==> src/rtl/seven_seg_scan_driver.sv <==
// Time-multiplexed common-anode 7-segment scan driver with tear-free frame updates,
// leading-zero blanking, per-digit decimal points and an anti-ghost blank gap per slot.
module seven_seg_scan_driver #(
  parameter int unsigned NUM_DIGITS   = 4,
  parameter int unsigned CLK_DIV      = 50000,
  parameter int unsigned BLANK_CYCLES = 16
) (
  input  logic                    clk,
  input  logic                    rst_n,
  input  logic [4*NUM_DIGITS-1:0] digits_in,
  input  logic [NUM_DIGITS-1:0]   dp_in,
  input  logic                    load,
  input  logic                    lz_blank,
  output logic [6:0]              seg_n,
  output logic                    dp_n,
  output logic [NUM_DIGITS-1:0]   an_n,
  output logic                    frame_done
);

  localparam int unsigned DATA_W = 4 * NUM_DIGITS;
  localparam int unsigned DIV_W  = (CLK_DIV > 1) ? $clog2(CLK_DIV) : 1;
  localparam int unsigned IDX_W  = (NUM_DIGITS > 1) ? $clog2(NUM_DIGITS) : 1;

  localparam logic [DIV_W-1:0] DIV_LAST = DIV_W'(CLK_DIV - 1);
  localparam logic [IDX_W-1:0] IDX_LAST = IDX_W'(NUM_DIGITS - 1);
  localparam logic [6:0]       SEG_OFF  = 7'h7F;

  logic [DIV_W-1:0]      r_div_cnt;
  logic [IDX_W-1:0]      r_idx;
  logic [DATA_W-1:0]     r_pend_digits;
  logic [NUM_DIGITS-1:0] r_pend_dp;
  logic [DATA_W-1:0]     r_act_digits;
  logic [NUM_DIGITS-1:0] r_act_dp;
  logic [6:0]            r_seg_n;
  logic                  r_dp_n;
  logic [NUM_DIGITS-1:0] r_an_n;
  logic                  r_frame_done;

  logic                  w_slot_end;
  logic                  w_wrap;
  logic                  w_blank;
  logic [3:0]            w_nib;
  logic                  w_dp_bit;
  logic                  w_hi_zero;
  logic                  w_lz_hit;
  logic [6:0]            w_seg_nxt;
  logic                  w_dp_nxt;
  logic [NUM_DIGITS-1:0] w_an_nxt;

  // Active-low segment pattern {g,f,e,d,c,b,a}; non-BCD codes render as 'E'.
  function automatic logic [6:0] decode(input logic [3:0] nib);
    logic [6:0] seg;
    case (nib)
      4'd0:    seg = 7'h40;
      4'd1:    seg = 7'h79;
      4'd2:    seg = 7'h24;
      4'd3:    seg = 7'h30;
      4'd4:    seg = 7'h19;
      4'd5:    seg = 7'h12;
      4'd6:    seg = 7'h02;
      4'd7:    seg = 7'h78;
      4'd8:    seg = 7'h00;
      4'd9:    seg = 7'h10;
      default: seg = 7'h06;
    endcase
    return seg;
  endfunction

  assign w_slot_end = (r_div_cnt == DIV_LAST);
  assign w_wrap     = w_slot_end && (r_idx == IDX_LAST);
  assign w_blank    = (32'(r_div_cnt) < BLANK_CYCLES);

  // Select the scanned digit and check whether every more-significant digit is zero.
  always_comb begin
    w_nib     = 4'd0;
    w_dp_bit  = 1'b0;
    w_hi_zero = 1'b1;
    for (int i = 0; i < NUM_DIGITS; i++) begin
      if (IDX_W'(i) == r_idx) begin
        w_nib    = r_act_digits[4*i +: 4];
        w_dp_bit = r_act_dp[i];
      end else if ((IDX_W'(i) > r_idx) && (r_act_digits[4*i +: 4] != 4'd0)) begin
        w_hi_zero = 1'b0;
      end
    end
  end

  assign w_lz_hit = lz_blank && (w_nib == 4'd0) && w_hi_zero && (r_idx != '0);

  // Next output pattern for the current slot position.
  always_comb begin
    w_seg_nxt = SEG_OFF;
    w_dp_nxt  = 1'b1;
    w_an_nxt  = '1;
    if (!w_blank) begin
      w_an_nxt  = ~(NUM_DIGITS'(1) << r_idx);
      w_dp_nxt  = ~w_dp_bit;
      w_seg_nxt = w_lz_hit ? SEG_OFF : decode(w_nib);
    end
  end

  // Slot divider and digit index.
  always_ff @(posedge clk or negedge rst_n) begin
    if (!rst_n) begin
      r_div_cnt <= '0;
      r_idx     <= '0;
    end else if (w_slot_end) begin
      r_div_cnt <= '0;
      r_idx     <= (r_idx == IDX_LAST) ? '0 : r_idx + IDX_W'(1);
    end else begin
      r_div_cnt <= r_div_cnt + DIV_W'(1);
    end
  end

  // Pending copy follows load; active copy changes only at frame wrap.
  always_ff @(posedge clk or negedge rst_n) begin
    if (!rst_n) begin
      r_pend_digits <= '0;
      r_pend_dp     <= '0;
      r_act_digits  <= '0;
      r_act_dp      <= '0;
    end else begin
      if (load) begin
        r_pend_digits <= digits_in;
        r_pend_dp     <= dp_in;
      end
      if (w_wrap) begin
        r_act_digits <= load ? digits_in : r_pend_digits;
        r_act_dp     <= load ? dp_in     : r_pend_dp;
      end
    end
  end

  always_ff @(posedge clk or negedge rst_n) begin
    if (!rst_n) begin
      r_seg_n      <= SEG_OFF;
      r_dp_n       <= 1'b1;
      r_an_n       <= '1;
      r_frame_done <= 1'b0;
    end else begin
      r_seg_n      <= w_seg_nxt;
      r_dp_n       <= w_dp_nxt;
      r_an_n       <= w_an_nxt;
      r_frame_done <= w_wrap;
    end
  end

  assign seg_n      = r_seg_n;
  assign dp_n       = r_dp_n;
  assign an_n       = r_an_n;
  assign frame_done = r_frame_done;

endmodule

==> config.mk <==
export PLATFORM = sky130hd
export DESIGN_NAME = seven_seg_scan_driver
export DESIGN_NICKNAME = d
export VERILOG_FILES = /design/src/rtl/seven_seg_scan_driver.sv
export SDC_FILE = /design/constraint.sdc
export NUM_CORES = 1
export LEC_CHECK = 0
export ABC_AREA = 1
export BUFFER_PORTS_ARGS = -buffer_cell sky130_fd_sc_hd__buf_2
export CORE_MARGIN = 10
export CORE_UTILIZATION = 60
export CTS_BUF_LIST = sky130_fd_sc_hd__clkbuf_8
export CTS_CLUSTER_DIAMETER = 50
export CTS_CLUSTER_SIZE = 10
export DETAILED_ROUTE_END_ITERATION = 7
export PLACE_DENSITY = 0.79
export SYNTH_ARGS = -nofsm -noshare
export SYNTH_HDL_FRONTEND = slang
export SYNTH_SLANG_ARGS = --single-unit
==> constraint.sdc <==
create_clock -name clk -period 2.6 [get_ports clk]
set_input_delay 0.65 -clock clk [delete_from_list [all_inputs] [get_ports clk]]
set_output_delay 0.65 -clock clk [all_outputs]
set_load 0.01 [all_outputs]
==> flow_summary_export.csv <==
group,metric,value,unit
run_status,run_status,"finished, final reports clean",
setup_path,cp_slowest_cell,"dfrtp_1",
synthesis,syn-mean-instance-area,8.39,µm²
global_routing,grt_pass1_wl,12000,µm
synthesis,syn-num-nets,437,
global_routing,antenna_found_initial,0,
die,io_pins,37,
die,start_util,61.8,%
detailed_routing,wire_per_inst,13.1,µm
global_routing,grt_start_max_net_pins,38,
run,cap_violations,0,
setup_path,crit_path_frequent_cell,"nand2_1",
final_layout,multiInputGateArea,1370,µm²
detailed_routing,wirelength,6800,µm
final_layout,drive_gt1_share,20.2,%
setup_path,r2r_cells,16,
power,p_int,0.00177,W
sta,timing.final.crit_share,85.9,%
power,peakVddDrop,0.409,mV
die,coreArea,5470,µm²
cts,cts_tree,"built",
setup_path,critical_path_required,2.87,ns
sta,fin_setup_tns,0,ns
detailed_routing,drc,0,
setup_path,crit_path_cell_trace,"inv_1 -> ha_1 -> inv_1 -> nand3_1 -> nand2_1 -> nand2_1 -> nand2_1 -> nand2_1 -> ha_1 -> and3b_1 -> nand2_1 -> nor2_1 -> nand3_1 -> nand2_1 -> inv_2 -> nand2_1",
cts,cts_buffers,9,
final_layout,register_area,1790,µm²
setup_path,cp.arrival,2.51,ns
cts,cts_hold_buffers,0,
synthesis,ys_ff_latch,71,
die,die_area,9040,µm²
setup_path,r2r-start,"r_idx[1]$_DFFE_PN0N_",
die,rows,27,
die,die_x,95.1,µm
power,power.density,580,nW/µm²
min_path,worstHoldPathType,"primary input to asynchronous set/reset pin",
power,seqPwrFrac,51.5,%
cts,path_clk_slew,0.08,ns
power,pwr-share-comb,3.8,%
final_layout,nNetsFinal,475,
detailed_routing,final_antenna_net_count,0,
power,p_clk_share,44.8,%
sta,period_minus_slack,2.23,ns
detailed_routing,firstDrtPassIters,4,
sta,fmax,0.448,GHz
cts,post_cts_buffers,0,
global_routing,grt-ovfl-total,0,
placement,pre_cts_ws,0.406,ns
placement,port_buffers,36,
detailed_routing,drt_iter0_markers,90,
setup_path,cp-startpoint,"r_idx[1]$_DFFE_PN0N_",
synthesis,syn_inst,403,
final_layout,fillCellCount,460,
synthesis,synth_area,3380,µm²
cts,insertion_delay,0.34,ns
power,leakagePower,2.00,nW
detailed_routing,vias,2628,
power,switching_share,20.0,%
setup_path,path_class,"flip-flop to flip-flop",
global_routing,grt_pass1_vias,2682,
final_layout,final_cell_mix,"nand2_1 (167), dfrtp_1 (59), buf_2 (36), inv_1 (30), nand3_1 (23)",
sta,rsz0062_at_grt,"false",
final_layout,final_common_cell,"nand2_1",
cts,numClockSinks,71,
final_layout,diodes,0,
sta,hold_violations,0,
setup_path,crit_path_start_kind,"flip-flop",
placement,dpl.hpwl,5110,µm
cts,ctsHtreeMaxLevel,3,
sta,fin_ws,0.367,ns
sta,setup_viol,0,
synthesis,ys_seq_area_share,53.0,%
power,p_sw,0.000444,W
cts,cts_resized,0,
sta,slew_headroom,60.6,%
cts,clock_path_buffers,2,
die,die_y,95.1,µm
global_routing,grt_usage,16.4,%
detailed_routing,avgViaCountPerCell,5.08,
setup_path,cpPeakStageDelay,0.42,ns
setup_path,endpoint_kind,"flip-flop",
sta,slew_viol_final,0,
sta,worst_pin_slew,0.590,ns
sta,fin_skew,0.0114,ns
setup_path,critPathMaxFanout,7,
cts,cts_root_buf,"clkbuf_8",
placement,place.gp.congestion,0.931,
synthesis,synth.distinct_cells,36,
synthesis,ys_warn_count,0,
final_layout,synthToLayoutAreaGrowth,12.9,%
power groups by stage:
stage | clock network [W] | registers, W | logic (W)
after floorplan | 0 | 0.00116 | 0.0000367
after global placement | 0 | 0.00116 | 0.0000825
after detailed placement | 0 | 0.00116 | 0.0000866
after CTS | 0.00101 | 0.00114 | 0.0000866
after global routing | 0.00107 | 0.00114 | 0.0000981
final | 0.000992 | 0.00114 | 0.0000831
path summary, 6_finish.rpt:
path | endpoint | slack, ns
max | seg_n[6]$_DFF_PN1_ | 0.37
min reg2reg | r_pend_digits[8]$_DFF_PN0_ | 0.47
min in group clk | r_pend_digits[8]$_DFF_PN0_ | 0.47
max in group asynchronous | r_act_digits[3]$_DFFE_PN0P_ | 1.68
min | r_div_cnt[11]$_DFF_PN0_ | 0.18
max reg2reg | seg_n[6]$_DFF_PN1_ | 0.37
cells in the mapped netlist, drive strengths merged:
library cell  number  area share, %
dfstp             12            9.3
clkinv             1           0.11
or2                2           0.37
or3                1           0.19
nand3b             1           0.22
o211ai             2           0.44
xor2               4            1.0
ha                10            3.7
buf                5            1.7
and3               1           0.19
nor3b              2           0.44
nor3               4           0.92
dfrtp             59             44
nor4               2           0.37
nand2            183             22
nand4              6            1.1
a21oi             11            1.6
nor2              24            3.0
and3b              1           0.26
nand3             23            3.4
xnor2              1           0.26
a31oi              1           0.19
o31ai              1           0.22
and2               1           0.19
inv               34            3.9
o21ai              5           0.74
clkbuf             6           0.67
registers in the layout, summed over array words and instances (netlist names):
signal	flops
an_n	4
dp_n	1
frame_done	1
r_act_digits	16
r_act_dp	4
r_div_cnt	16
r_idx	2
r_pend_digits	16
r_pend_dp	4
seg_n	7
critical path, delay by kind of cell, from the launching register on:
| family | cells | cell delay [ns] |
|---|---|---|
| fa+ha+maj | 2 | 0.48 |
| buf+inv | 3 | 0.30 |
| simple gates | 11 | 0.96 |
| flops | 1 | 0.42 |
routing by layer:
metal	GRT usage, %	routed length (µm)	up-vias
li1	-	-	1338
met1	21.4	3150	1226
met2	25.7	3250	58
met3	4.01	349	6
met5	0	0	-
met4	6.23	54	0
cell type report:
| class | instances | share of cell area [%] |
|---|---|---|
| clock buffers | 12 | 4.33 |
| clock inverters | 3 | 1.70 |
| inverters | 35 | 3.57 |
| multi-input cells | 286 | 36.0 |
| flip-flops and latches | 71 | 46.9 |
| well taps | 72 | 2.36 |
| repair buffers | 38 | 5.11 |
stage by stage:
step	total power (W)	util, %	cell area [µm²]	cells	hold slack (ns)
after floorplan	0.00119	-	3380	403	0.354
after global placement	0.00124	65.5	3590	502	0.444
after detailed placement	0.00125	65.5	3590	502	0.456
after CTS	0.00224	69.8	3820	517	0.174
after global routing	0.00230	69.8	3820	517	0.180
final	0.00221	69.8	3820	517	0.177
kinds of logic (layout without fill, tap and decap cells):
logic type / Yosys count / after routing / share of synthesized area [%]
AND/OR/NAND/NOR: 251 / 251 / 32.4
flip-flops: 71 / 71 / 53.0
AO/OA/AOI/OAI: 20 / 20 / 3.22
buffers and inverters: 46 / 88 / 6.40
adder cells (fa/ha/maj): 10 / 10 / 3.70
XOR/XNOR: 5 / 5 / 1.29
(Power assumes the default switching activity.)
